$ cat config.mk
export PLATFORM = sky130hd
export DESIGN_NAME = img_match_sad
export DESIGN_NICKNAME = d
export VERILOG_FILES = /design/src/rtl/img_match_sad.sv
export SDC_FILE = /design/constraint.sdc
export NUM_CORES = 1
export LEC_CHECK = 0
export CORE_MARGIN = 2
export CORE_UTILIZATION = 25
export CTS_BUF_LIST = sky130_fd_sc_hd__clkbuf_8
export DETAILED_ROUTE_END_ITERATION = 7
export GPL_ROUTABILITY_DRIVEN = 0
export SLEW_MARGIN = 5
export SYNTH_ARGS = -nofsm -noshare
export SYNTH_HDL_FRONTEND = slang
export SYNTH_SLANG_ARGS = --single-unit
$ cat constraint.sdc
create_clock -name iCLK -period 3.9 [get_ports iCLK]
set_clock_uncertainty 0.1 [all_clocks]
set_input_delay 0.39 -clock iCLK [delete_from_list [all_inputs] [get_ports iCLK]]
set_output_delay 0.39 -clock iCLK [all_outputs]
set_load 0.005 [all_outputs]
$ cat src/rtl/img_match_sad.sv
// img_match_sad: per-frame windowed SAD between the live grey stream and the template look-up stage.
// Optional IMG_MATCH_EARLY_ABORT_EN freezes accumulation once the SAD passes the latched threshold.
module img_match_sad #(
  parameter int LAT   = 3,
  parameter int WIN_W = 256,
  parameter int WIN_H = 256,
  parameter int SAD_W = 26
) (
  input  logic             iCLK,
  input  logic             iRST,
  input  logic             iFVAL,
  input  logic             iDVAL,
  input  logic [12:0]      iX,
  input  logic [12:0]      iY,
  input  logic [9:0]       iGRAY,
  input  logic [12:0]      iORG_X,
  input  logic [12:0]      iORG_Y,
  input  logic [SAD_W-1:0] iTHRESH,
  output logic [12:0]      oSRCH_X,
  output logic [12:0]      oSRCH_Y,
  input  logic [9:0]       iSRCH_VAL,
  output logic [SAD_W-1:0] oSAD,
  output logic             oSAD_VALID,
  output logic             oMATCH,
  output logic             oBUSY
);
  localparam logic [1:0] IDLE   = 2'd0;
  localparam logic [1:0] ACCUM  = 2'd1;
  localparam logic [1:0] DRAIN  = 2'd2;
  localparam logic [1:0] REPORT = 2'd3;
  localparam logic [16:0] AREA  = 17'(WIN_W * WIN_H);

  logic [1:0]          state;
  logic                fvalD;
  logic [12:0]         orgX, orgY;
  logic [SAD_W-1:0]    thrL, acc;
  logic [16:0]         cnt;
  logic [7:0]          drainCnt;
  logic [LAT:0][9:0]   grayPipe;
  logic [LAT:0]        vldPipe;
  logic [13:0]         dx, dy;
  logic                inwin, rise, fall, frozen;
  logic [10:0]         diff;
  logic [9:0]          absDiff;

  assign rise  = iFVAL & ~fvalD;
  assign fall  = ~iFVAL & fvalD;
  assign dx    = {1'b0, iX} - {1'b0, orgX};
  assign dy    = {1'b0, iY} - {1'b0, orgY};
  assign inwin = iDVAL && (state == ACCUM) &&
                 !dx[13] && (dx < 14'(WIN_W)) && !dy[13] && (dy < 14'(WIN_H));
  assign diff    = {1'b0, grayPipe[LAT]} - {1'b0, iSRCH_VAL};
  assign absDiff = diff[10] ? 10'(-diff) : diff[9:0];
  assign oBUSY   = (state == ACCUM) || (state == DRAIN);

`ifdef IMG_MATCH_EARLY_ABORT_EN
  assign frozen = (acc > thrL);
`else
  assign frozen = 1'b0;
`endif

  // Live pixel and its in-window flag ride 1+LAT stages so they meet the looked-up template value.
  always_ff @(posedge iCLK or negedge iRST) begin
    if (!iRST) begin
      grayPipe <= '0;
      vldPipe  <= '0;
      oSRCH_X  <= '0;
      oSRCH_Y  <= '0;
    end else begin
      grayPipe <= {grayPipe[LAT-1:0], iGRAY};
      vldPipe  <= {vldPipe[LAT-1:0], inwin};
      oSRCH_X  <= inwin ? dx[12:0] : 13'd0;
      oSRCH_Y  <= inwin ? dy[12:0] : 13'd0;
    end
  end

  // fvalD resets high so a reset released mid-frame does not look like a frame start.
  always_ff @(posedge iCLK or negedge iRST) begin
    if (!iRST) begin
      state      <= IDLE;
      fvalD      <= 1'b1;
      orgX       <= '0;
      orgY       <= '0;
      thrL       <= '0;
      acc        <= '0;
      cnt        <= '0;
      drainCnt   <= '0;
      oSAD       <= '0;
      oSAD_VALID <= 1'b0;
      oMATCH     <= 1'b0;
    end else begin
      fvalD      <= iFVAL;
      oSAD_VALID <= 1'b0;
      if (vldPipe[LAT] && !frozen) begin
        acc <= acc + SAD_W'(absDiff);
        cnt <= cnt + 17'd1;
      end
      case (state)
        IDLE: if (rise) begin
          state <= ACCUM;
          orgX  <= iORG_X;
          orgY  <= iORG_Y;
          thrL  <= iTHRESH;
          acc   <= '0;
          cnt   <= '0;
        end
        ACCUM: if (fall) begin
          state    <= DRAIN;
          drainCnt <= '0;
        end
        DRAIN: begin
          if (drainCnt == 8'(LAT)) state <= REPORT;
          else drainCnt <= drainCnt + 8'd1;
        end
        default: begin
          oSAD       <= acc;
          oMATCH     <= (cnt == AREA) && (acc <= thrL);
          oSAD_VALID <= 1'b1;
          state      <= IDLE;
        end
      endcase
    end
  end
endmodule

Yosys cells after proc, flatten, opt, wreduce, memory -nomap -nowiden --
Index checks and enable logic that the tools add are counted.
Storage, ports and cells: bits in registers 204, bits of input ports 102
Cells by class: bitwise logic cells 4, $lt $le $gt $ge 3, multiplexer cells 17, eq/ne operators 8, $add $sub $neg 7, reduce and logical (&&, ||, !) cells 15
Operators with widths (count):
- $mux 26 | 3
- $mux 17 | 3
- $lt 14x9->1 const B | 2
- $sub 13x13->14 | 2
- $add 26x10->26 | 1
- $le 26x26->1 | 1
- $mux 13 | 2
- $add 17x1->17 const B | 1
- $eq 17x17->1 const B | 1
- $mux 8 | 2
- $pmux 8 s2 | 1
- $sub 10x10->11 | 1
- $mux 10 | 1
- $neg 10->10 | 1
- $add 8x1->8 const B | 1
- $eq 8x2->1 const B | 1
- $logic_and 1x1->1 | 6
- $mux 2 | 3
- $ne 2x2->1 const B | 3
- $pmux 2 s3 | 1
- $reduce_and 3->1 | 2
- $reduce_or 3->1 | 1
- $and 1x1->1 | 2
- $eq 2x1->1 const B | 1
- 9 further kinds | 11

Logic depth before layout (Yosys ltp) --
word-level depth 7, depth in mapped cells 18, mapped depth without buffers 18

Worst setup path after synthesis --
Ideal clock, no wire load.
path type in2reg, from input port iSRCH_VAL[0], to register acc[17], slack -0.240 ns, stages on the path 17, setup time 0.064 ns, arrival 3.976 ns, buffers on the path 0, cell sequence ha_1 fa_1 nand2b_1 a21oi_1 a211oi_1 a21oi_1 a31o_2 nor2_1 xor2_1 ha_1 or2_2 a21oi_1 a211oi_1 o31ai_1 a21oi_1 a211oi_1 a31o_2
On the way: longest elaborated chain between the ends 7
Ends and longest elaborated chain:
- start, declared | RTL line 21 | input logic [9:0] iSRCH_VAL,
- $sub 10x10->11 * | RTL line 52 | assign diff = {1'b0, grayPipe[LAT]} - {1'b0, iSRCH_VAL};
- $neg 10->10 | RTL line 53 | assign absDiff = diff[10] ? 10'(-diff) : diff[9:0];
- $mux 10 * | RTL line 53
- $add 26x10->26 * | RTL line 95 | acc <= acc + SAD_W'(absDiff);
- $mux 26 * | RTL line 94 | if (vldPipe[LAT] && !frozen) begin
- $mux 26 | RTL line 99 | IDLE: if (rise) begin
- $mux 26 * | RTL line 98 | case (state)
- end signal, assigned | RTL line 95
- end, declared | RTL line 36 | logic [SAD_W-1:0] thrL, acc;
Every way passes the cells marked *; elsewhere a longest branch is shown, timed or not. A chain may end at the register's enable or synchronous reset.

Final worst setup path --
from register grayPipe[30] (netlist bit), to register acc[24]
On the way: longest elaborated chain between the ends 7
Ends and longest elaborated chain:
- start, declared | RTL line 39 | logic [LAT:0][9:0] grayPipe;
- start signal, assigned | RTL line 70 | grayPipe <= {grayPipe[LAT-1:0], iGRAY};
- $sub 10x10->11 * | RTL line 52
- $neg 10->10 | RTL line 53
- $mux 10 * | RTL line 53
- $add 26x10->26 * | RTL line 95
- $mux 26 * | RTL line 94
- $mux 26 | RTL line 99
- $mux 26 * | RTL line 98
Marks and branches as above.

==> metrics <==
post-DP HPWL=18.43 mm; Overall Global Routing Usage=0.1197; Ant. Diodes=0; initial antenna violation count=0; crit path launch=grayPipe[30]$_DFF_PN0_; simple-gate portion of the synthesized area=0.1413; Distinct cells, synth=between 50 and 60; Most used DFF post-synth=dfrtp_1; first-pass GRT wire length=~42 mm; Port-buffer cells=~160; placed cell area=13110 sq um; Pwr Total=between 7000 and 8000 uW; pwr dens=between 500 and 600 nW/um^2; Worst Path Max Fanout=7; Core Util, Final=0.3484; outcome=complete, no violations; RSZ-0062 raised after global routing=true; Routed wire per std cell=~14 um; nets@finish=1462; # setup viols final=0; Sink Count=~200; Lkg Pwr=roughly 0.0063 uW; reg-to-reg slack, setup=120 ps; CP Capture Type=register; Reg2Reg Depth=19; origin of the critical flop-to-flop path=grayPipe[30]$_DFF_PN0_; Num CTS Buffers=39; GRT met2 Usage=0.2041; Top Ports=157; layout cell share with drive strength beyond 1=0.1624; period utilization=0.9698; largest net degree at the start of global routing=145; CTS HTree Levels=2; drt total wl=26.05 mm; Die Wd=about 210 um; worst hold slack=~170 ps; Post-synth EDFFs=0; die height=between 200 and 250 um; Worst R2R End=acc[24]$_DFF_PN0_; most area-consuming cells after synthesis=dfrtp_1 49%, ha_1 9.6%, o21ai_0 4.3%; # DRC=0; core area=about 40000 sq um; largest family of logic cells by synthesized area=simple AND/OR/NAND/NOR gates; Slew @ Worst Pin=a little over 900 ps; clock root cell=clkbuf_8; clock slew at reported path FFs=~60 ps; Max Freq=~260 MHz; Skew-Pair Late Insertion Delay=560 ps; clk buf depth=3; WP data arrival=between 4000 and 5000 ps; Setup Crit Path Kind=register to register; post-synthesis compound-gate area fraction=0.1250; antenna viol nets, final=0; Seq cells post-synth=just over 200; Synth Area in Adders=0.1040; Netlist Area Pre-Place=a little over 10000 sq um; commonest non-fill, non-tap cell in the layout=dfrtp_1; post-synth top area cell=dfrtp_1; Final Max Slew Viols=0; Max-Slew Margin vs Limit=0.3900; Cells after Synth=approximately 1000; die footprint=~43000 sq um; post-DR vias/cell=4.456; drt pass-1 iters=4; MaxCap Viol Count=0; total gr overflow=0; startpoint types=register; Synth top area share=0.4886; row cnt=74; post-synthesis async set-or-reset flop share=1.000; HP Class=primary input to register; final instance area=between 10000 and 15000 sq um; drt initial violations=260; M1 GR Usage=0.1485; global route hottest layer=met2; Required @ worst endpoint=approximately 4200 ps; vias in the first global route=~8400; CTS tree=done; Min Clock Period, post-route=around 3800 ps; Hold Violations, Final=0; crit path capture=acc[24]$_DFF_PN0_; M3 GR Usage=0.02883; register area share after synthesis=0.4912; area grow syn2layout=37.14%; Starting Density=0.2540; Yosys warning total=0; most frequent cells in the layout=203 x dfrtp_1, 155 x clkdlybuf4s50_1, 98 x nand2_1; proportion of synthesized area in mux cells=0.04285; Post-Synth XOR/XNOR Area=0.05560; Syn Area/Cell=10.16 sq um; via count=approximately 8200; worst vdd ir=221.5 uV
[layer usage]
metal / share of wire / wire length (um) / up-vias
li1: - / - / 4017
met1: 0.44 / 11560 / 3954
met2: 0.49 / 12710 / 155
met3: 0.047 / 1213 / 33
met4: 0.022 / 567 / 0
met5: 0 / 0 / -
[cells in the mapped netlist, types with 5 or more instances]
library cell	count
xor2_1	30
nor2_1	83
mux2i_1	13
nand2b_1	12
a21oi_1	38
clkbuf_1	17
nor2b_1	14
dfrtp_1	203
o211ai_1	6
inv_1	86
o21ai_0	90
nand3_1	23
nand4_1	9
xnor2_1	36
a211oi_1	12
and3_1	10
a21o_1	10
ha_1	80
a31oi_1	6
o21a_1	8
nor3_1	30
nor4_1	9
or3_1	5
nand2_1	99
mux2_2	28
o31ai_1	5
[kinds of logic (layout without fill, tap and decap cells)]
| kind of cell | count (synthesis) | in the layout |
|---|---|---|
| compound gates | 207 | 207 |
| other cells | 1 | 10 |
| buf+inv | 108 | 375 |
| mux | 41 | 41 |
| flops | 204 | 204 |
| fa+ha+maj | 84 | 84 |
| simple gates | 312 | 312 |
| xor+xnor | 66 | 66 |
[metrics by stage]
stage	instances	TNS, ps	setup WS [ps]
floorplan	1032	0	19.95
global placement	1760	-8337	-609.7
detailed placement	1760	-9169	-671.8
CTS	1826	-93.72	-26.71
global route	1831	-862.2	-88.82
finish	1831	0	117.9
[worst max-delay path: stages, from the launching register on]
cell	delay (ps)
dfrtp_1	330
inv_2	40
ha_4	150
fa_2	360
nand2b_4	170
a21oi_4	170
a211oi_2	60
a21oi_2	180
a31o_4	230
nor2_2	50
xnor2_1	120
ha_1	350
nor2b_4	210
o2111ai_4	140
a31oi_4	220
a41oi_4	200
buf_6	180
nor3_2	180
xnor2_1	150
nor2_1	60
[worst min-delay path by stage]
stage / from / to / slack, ps / cells past startpoint
final: iGRAY[0] / grayPipe[0]$_DFF_PN0_ / 170 / 1
after global routing: iGRAY[1] / grayPipe[1]$_DFF_PN0_ / 110 / 1
after CTS: iGRAY[0] / grayPipe[0]$_DFF_PN0_ / 100 / 1
after detailed placement: grayPipe[0]$_DFF_PN0_ / grayPipe[10]$_DFF_PN0_ / 230 / 0
after global placement: grayPipe[26]$_DFF_PN0_ / grayPipe[36]$_DFF_PN0_ / 230 / 0
after floorplan: iRST / acc[0]$_DFF_PN0_ / -6 / 0
[repair_timing]
item,CTS,global route
hold buffers,1,0
setup endpoints to repair,9,17
resized for setup,10,55
pin swaps,5,37
buffers inserted,1,5
endpoints found under the hold margin,98,0
[registers in the layout, indices dropped and copies added, names as in the netlist]
register    count
acc            26
grayPipe       40
oMATCH          1
oSAD_VALID      1
thrL           26
vldPipe         4
orgY           13
oSRCH_X        13
state           2
oSAD           26
drainCnt        8
oSRCH_Y        13
cnt            17
orgX           13
fvalD           1
[final cells by class]
class                   instances  area [sq um]
clock inverters                16         71.32
fillers                      4134         26670
clock buffers                  48         660.6
well taps                     532         665.6
multi-input cells             720          5301
inverters                      86         322.8
flip-flops and latches        204          5106
repair buffers                225          2130
[power breakdown]
| part | internal [uW] | leakage [uW] | switching, uW |
|---|---|---|---|
| combinational | 1280 | 0.00330 | 1600 |
| clock | 1100 | 0.000416 | 898 |
| sequential | 2490 | 0.00262 | 174 |
| total | 4880 | 0.00634 | 2680 |
No activity file was read; power rests on OpenSTA's default activity.
